--- src/rtl/decimal_entry.sv ---
// Two-digit decimal keypad entry with a three-cycle shift-add conversion to binary.
// Digits are shown on ten/one while being typed; 10 means a blank position.
module decimal_entry (
    input  logic       clk,
    input  logic       rst_n,
    input  logic       key_valid,
    input  logic [3:0] key_code,
    output logic       key_ready,
    output logic [3:0] ten,
    output logic [3:0] one,
    output logic [6:0] n_out,
    output logic       n_valid,
    output logic       busy,
    output logic       err
);

    typedef enum logic [2:0] {
        S_EMPTY,
        S_ONE,
        S_TWO,
        S_CONV1,
        S_CONV2,
        S_CONV3
    } state_t;

    localparam logic [3:0] BLANK   = 4'd10;
    localparam logic [3:0] K_BKSP  = 4'd10;
    localparam logic [3:0] K_CLEAR = 4'd11;
    localparam logic [3:0] K_ENTER = 4'd12;
    localparam logic [6:0] NO_ENTRY = 7'd127;

    state_t     state_q, state_d;
    logic [3:0] ten_q, ten_d;
    logic [3:0] one_q, one_d;
    logic [6:0] n_out_q, n_out_d;
    logic [6:0] acc_q, acc_d;
    logic       n_valid_q, n_valid_d;
    logic       err_q, err_d;

    logic       busy_w;
    logic       take;
    logic       is_digit;
    logic [6:0] t_val;

    assign busy_w   = (state_q == S_CONV1) || (state_q == S_CONV2)
                   || (state_q == S_CONV3);
    assign take     = key_valid && !busy_w;
    assign is_digit = (key_code <= 4'd9);
    // A blank tens position contributes zero to the arithmetic.
    assign t_val    = (ten_q == BLANK) ? 7'd0 : {3'b000, ten_q};

    always_comb begin
        state_d   = state_q;
        ten_d     = ten_q;
        one_d     = one_q;
        n_out_d   = n_out_q;
        acc_d     = acc_q;
        n_valid_d = 1'b0;
        err_d     = err_q;
        unique case (state_q)
            S_EMPTY, S_ONE, S_TWO: begin
                if (take && is_digit) begin
                    if (state_q == S_EMPTY) begin
                        one_d   = key_code;
                        ten_d   = BLANK;
                        state_d = S_ONE;
                    end else if (state_q == S_ONE) begin
                        ten_d   = one_q;
                        one_d   = key_code;
                        state_d = S_TWO;
                    end else begin
                        err_d = 1'b1;
                    end
                end else if (take && key_code == K_BKSP) begin
                    if (state_q == S_TWO) begin
                        one_d   = ten_q;
                        ten_d   = BLANK;
                        state_d = S_ONE;
                    end else if (state_q == S_ONE) begin
                        one_d   = BLANK;
                        state_d = S_EMPTY;
                    end
                end else if (take && key_code == K_CLEAR) begin
                    ten_d   = BLANK;
                    one_d   = BLANK;
                    err_d   = 1'b0;
                    state_d = S_EMPTY;
                end else if (take && key_code == K_ENTER) begin
                    if (state_q == S_EMPTY) begin
                        n_out_d   = NO_ENTRY;
                        n_valid_d = 1'b1;
                    end else begin
                        state_d = S_CONV1;
                    end
                end
            end
            S_CONV1: begin
                acc_d   = t_val << 3;
                state_d = S_CONV2;
            end
            S_CONV2: begin
                acc_d   = acc_q + (t_val << 1);
                state_d = S_CONV3;
            end
            S_CONV3: begin
                n_out_d   = acc_q + {3'b000, one_q};
                n_valid_d = 1'b1;
                ten_d     = BLANK;
                one_d     = BLANK;
                err_d     = 1'b0;
                state_d   = S_EMPTY;
            end
            default: state_d = S_EMPTY;
        endcase
    end

    always_ff @(posedge clk or negedge rst_n) begin
        if (!rst_n) begin
            state_q   <= S_EMPTY;
            ten_q     <= BLANK;
            one_q     <= BLANK;
            n_out_q   <= NO_ENTRY;
            acc_q     <= 7'd0;
            n_valid_q <= 1'b0;
            err_q     <= 1'b0;
        end else begin
            state_q   <= state_d;
            ten_q     <= ten_d;
            one_q     <= one_d;
            n_out_q   <= n_out_d;
            acc_q     <= acc_d;
            n_valid_q <= n_valid_d;
            err_q     <= err_d;
        end
    end

    assign key_ready = !busy_w;
    assign busy      = busy_w;
    assign ten       = ten_q;
    assign one       = one_q;
    assign n_out     = n_out_q;
    assign n_valid   = n_valid_q;
    assign err       = err_q;

endmodule

--- config.mk ---
export PLATFORM = sky130hd
export DESIGN_NAME = decimal_entry
export DESIGN_NICKNAME = d
export VERILOG_FILES = /design/src/rtl/decimal_entry.sv
export SDC_FILE = /design/constraint.sdc
export NUM_CORES = 1
export LEC_CHECK = 0
export CORE_MARGIN = 2
export CORE_UTILIZATION = 49
export CTS_CLUSTER_SIZE = 8
export DETAILED_ROUTE_END_ITERATION = 16
export PLACE_DENSITY = 0.73
export SETUP_SLACK_MARGIN = 0.02
export SLEW_MARGIN = 20
export SYNTH_ARGS = -nofsm -noshare
export SYNTH_HDL_FRONTEND = slang
export SYNTH_SLANG_ARGS = --single-unit
export TNS_END_PERCENT = 30
--- constraint.sdc ---
create_clock -name clk -period 2.99 [get_ports clk]
set_input_delay 0.299 -clock clk [delete_from_list [all_inputs] [get_ports clk]]
set_output_delay 0.299 -clock clk [all_outputs]
set_load 0.02 [all_outputs]
Word-level counts from Yosys, hierarchy flattened --
Index checks and enable logic that the tools add are counted.
Storage, ports and cells: input bits 7, word-level logic and storage cells 95, output and inout port bits 19, register bits 27
Cells by class: eq/ne operators 24, $add $sub $neg 2, multiplexer cells 44, order comparisons 1, reductions and logical operators 17
Operators by type and width (count):
- $mux 4 | 13
- $mux 7 | 5
- $pmux 7 s2 | 2
- $mux 3 | 9
- $eq 4x4->1 const B | 4
- $pmux 4 s2 | 2
- $ne 5x5->1 const B | 3
- $ne 3x3->1 const B | 4
- $ne 4x4->1 const B | 3
- $reduce_and 4->1 | 3
- $mux 1 | 10
- $ne 2x2->1 const B | 5
- $pmux 3 s3 | 1
- $add 7x4->7 | 1
- $add 7x5->7 | 1
- $eq 3x2->1 const B | 2
- $eq 3x3->1 const B | 2
- $reduce_and 6->1 | 1
- $logic_and 1x1->1 | 5
- $reduce_and 5->1 | 1
- $le 4x4->1 const B | 1
- $pmux 1 s2 | 2
- $reduce_bool 2->1 | 2
- $eq 3x1->1 const B | 1
- other kinds (4) | 5

Depth between registers and ports, before layout --
Gate-level depths: netlist (run 1).
word-level depth 11, depth in mapped cells 7, mapped depth without buffers 7

Worst setup path before layout (run 1) --
OpenSTA, ideal clock, no wires.
kind reg2reg, start register ten_q[0] (netlist: ten[0]), end register acc_q[6], arrival time 1.866 ns, data required time 2.903 ns, path buffers 0, clock period less this slack 1.952 ns, slack 1.038 ns, stages on the path, launching flop included 8, library setup time 0.087 ns, cells stage by stage dfrtp_1 -> nor2_1 -> a21oi_1 -> ha_1 -> a21o_1 -> a211oi_1 -> or4_1 -> o211ai_1
Between the ends: longest elaborated chain between the ends 4
RTL lines:
- start, declared | line 33 | logic [3:0] ten_q, ten_d;
- start signal, assigned | line 128 | ten_q <= ten_d;
- $eq 4x4->1 | line 50 | assign t_val = (ten_q == BLANK) ? 7'd0 : {3'b000, ten_q};
- $mux 4 * | line 50
- $add 7x5->7 | line 102 | acc_d = acc_q + (t_val << 1);
- $pmux 7 s2 * | line 60 | unique case (state_q)
- end signal, assigned | line 123 | acc_q <= 7'd0;
- end signal, assigned | line 131 | acc_q <= acc_d;
- end, declared | line 36 | logic [6:0] acc_q, acc_d;
Every way passes the cells marked *; elsewhere a longest branch is shown, timed or not. A chain may end at the register's enable or synchronous reset.

Worst setup path after layout (run 1) --
start register state_q[0], end output port busy
Between the ends: longest elaborated chain between the ends 3, elaborated cells on any way between the ends 5, classes of those cells eq/ne: 3; reduce/logical: 2
RTL lines:
- start, declared | line 32 | state_t state_q, state_d;
- start signal, assigned | line 127 | state_q <= state_d;
- $eq 3x2->1 or $eq 3x3->1 (tied branches) | line 45 | assign busy_w = (state_q == S_CONV1) || (state_q == S_CONV2)
- $logic_or 1x1->1 | line 45
- $logic_or 1x1->1 * | line 46 | || (state_q == S_CONV3);
- end, declared | line 13 | output logic busy,
Marks and branches as above.

==> results of run 1 <==
-- power by group --
group / total, mW / switching, mW / internal (mW)
Sequential: 0.692 / 0.178 / 0.515
Clock: 0.291 / 0.112 / 0.179
Combinational: 1.04 / 0.525 / 0.517
Total: 2.03 / 0.814 / 1.21
-- layout make-up --
class                   instances  area (sq um)  share of cell area
multi-input cells             139          1060               0.490
flip-flops and latches         26           664               0.307
repair buffers                 28           273               0.126
well taps                      48          60.1              0.0278
clock buffers                   3          41.3              0.0191
inverters                       9          33.8              0.0156
clock inverters                 1          30.0              0.0139
-- worst min-delay path by stage --
stage	startpoint	to	slack (ns)	cells after the start
6_report	n_out[5]	n_out[5]	0.51	1
5_1_grt	n_out[6]	n_out[6]	0.54	1
4_1_cts	n_out[5]	n_out[5]	0.52	1
3_5_place_dp	n_out[5]	n_out[5]	0.50	1
3_3_place_gp	n_out[6]	n_out[6]	0.50	1
2_1_floorplan	rst_n	acc_q[1]	0.003	0
-- routing by layer --
| layer | routed length [microns] | global-route usage | up-vias | share of wire |
|---|---|---|---|---|
| li1 | - | - | 739 | - |
| met1 | 1920 | 0.296 | 776 | 0.43 |
| met2 | 2310 | 0.401 | 49 | 0.52 |
| met3 | 152 | 0.0139 | 6 | 0.034 |
| met4 | 70 | 0.0851 | 0 | 0.016 |
| met5 | 0 | 0 | - | 0 |
-- cell usage after synthesis, types with 4 or more instances --
master,count,area (sq um)
nand3_1,4,20.0
ha_1,7,87.6
nand2_1,11,41.3
mux2_4,4,60.1
a21oi_1,10,50.1
buf_2,6,30.0
o21ai_0,4,20.0
dfrtp_1,15,375
a21boi_0,4,30.0
nor2_1,11,41.3
nand4_1,4,25.0
o22a_1,5,43.8
dfstp_2,11,289
inv_1,8,30.0
nor2b_1,4,25.0
-- worst max-delay path: cells and delay by family, from the launching register on --
family | cells | cell delay, ns
flip-flops | 1 | 0.75
buffers and inverters | 1 | 0.62
AND/OR/NAND/NOR | 2 | 0.61
-- logic make-up (layout without fill, tap and decap cells) --
group | Yosys count | in the layout | synth area share
multiplexers | 4 | 4 | 0.0333
XOR/XNOR | 5 | 5 | 0.0243
AND/OR/NAND/NOR | 55 | 55 | 0.178
adder cells (fa/ha/maj) | 8 | 8 | 0.0596
flip-flops | 26 | 26 | 0.368
buffers and inverters | 18 | 41 | 0.0437
AO/OA/AOI/OAI | 67 | 67 | 0.293
-- layout by cell type (no fill, tap or decap), drive strengths merged, types with 3 or more instances in the layout --
cell type       n
clkdlybuf4s50  25
dfrtp          15
nor2           12
a21oi          12
nand2          11
dfstp          11
inv             9
o21ai           8
ha              7
o22a            5
nand4           4
nand3           4
nor2b           4
a21boi          4
mux2            4
a211oi          4
a21o            3
a32oi           3
a2bb2oi         3
a22o            3
xnor2           3
clkbuf          3
buf             3
nor3b           3
a211o           3
-- sequential cells by signal (all words and copies together) (netlist names) --
name and count:
n_out 7, acc_q 6, one 4, ten 4, state_q 3, err 1, n_valid 1
==> results.sh, run 1 <==
export IMPL_status="completed"
export IMPL_dr_first_iter_drc_count=98
export IMPL_fin_crit_ns=2.55
export IMPL_maxCapViolations=0
export IMPL_path_class="reg2out"
export IMPL_regToRegSetupSlack_ns=0.87
export IMPL_viasPerCell=6.18
export IMPL_grt_pass1_vias=1521
export IMPL_dpl_cell_area_sq_um=2090
export IMPL_seq_area_frac_synth=0.368
export IMPL_crit_path_end_kind="output pin"
export IMPL_clk_latency_ns=0.27
export IMPL_syn_area_sq_um=1800
export IMPL_synthFlopType="dfrtp_1"
export IMPL_die_w_microns=64.7
export IMPL_avgSynthCellArea_sq_um=9.86
export IMPL_rr_endpoint="acc_q[6]"
export IMPL_cts_root_buf="clkbuf_8"
export IMPL_antenna_found_initial=0
export IMPL_placed_cells=250
export IMPL_cts_resized=0
export IMPL_max_stage_delay_ns=0.75
export IMPL_num_vias=1570
export IMPL_cts_sinks=26
export IMPL_routedWlPerCell_microns=17.5
export IMPL_crit_start="state_q[0]"
export IMPL_drv_slew=0
export IMPL_crit_chain="nand3b_1, nand2_1, clkdlybuf4s50_1"
export IMPL_gr_total_overflow=0
export IMPL_antenna_cells=0
export IMPL_grt_use_total=0.228
export IMPL_synth_distinct_cells=63
export IMPL_fin_area_sq_um=2160
export IMPL_fmaxAchievable_mhz=392
export IMPL_fin_crit_sh=0.854
export IMPL_fin_util=0.600
export IMPL_hold_viol=0
export IMPL_grt_pass1_wl_mm=7.41
export IMPL_p_total_mw=2.03
export IMPL_worst_slew_pin_slew_ns=0.989
export IMPL_initial_core_util=0.500
export IMPL_num_nets_final=222
export IMPL_required_ns=2.69
export IMPL_r2r_start="ten[2]"
export IMPL_holdWs_ns=0.514
export IMPL_drc=0
export IMPL_hp_class="reg2reg"
export IMPL_cts_setup_buffers=0
export IMPL_yosys_warnings=0
export IMPL_syn_nets=198
export IMPL_drtPass1Iterations=4
export IMPL_setup_tns_ns=0
export IMPL_place_ws_ns=0.764
export IMPL_drive_gt1_frac=0.175
export IMPL_ys_ff_latch=26
export IMPL_setup_violations=0
export IMPL_coreArea_sq_um=3610
export IMPL_fp_row_count=22
export IMPL_slowest_stage="dfrtp_1"
export IMPL_powerDensity_nw_per_um2=936
export IMPL_start_kind="register"
export IMPL_io_pins=26
export IMPL_grt_max_degree=22
export IMPL_power_leakage_nw=0.910
export IMPL_syn2layout_area_growth_pct=19.9
export IMPL_ir_drop_mv=0.496
export IMPL_worstRegToRegCells=7
export IMPL_fin_worst_skew_ns=0.00497
export IMPL_relSlewSlack=0.339
export IMPL_totalWireLength_mm=4.45
export IMPL_cts_htree_levels=1
export IMPL_rsz0062_at_grt="no"
export IMPL_dieArea_sq_um=4180
export IMPL_portBuffers=25
export IMPL_setup_ws_ns=0.438
export IMPL_critPathArrivalTime_ns=2.25
export IMPL_dp_hpwl_mm=3.42
export IMPL_ant_nets=0
export IMPL_n_fill_cell=298
export IMPL_stdcell_count=254
export IMPL_ctsHoldBuffers=0
export IMPL_synthArstFlopShare=1.00
export IMPL_die_h_microns=64.7
export IMPL_clockBufferDepth=2
export IMPL_critPathCapture="busy"
export IMPL_synth_edf_count=0
export IMPL_tritoncts="yes"
export IMPL_synthCells=183
export IMPL_path_max_fanout=20
export IMPL_clk_pin_slew_ns=0.09
export IMPL_gp_congestion=0.878
export IMPL_cts_buffers=3
No activity file was read; power rests on OpenSTA's default activity.
==> run 2: changes to the inputs <==
SETUP_SLACK_MARGIN = 0.2   (was 0.02)
==> results of run 2 <==
Same layout as run 1: the final DEF is identical, and so are final timing and power.
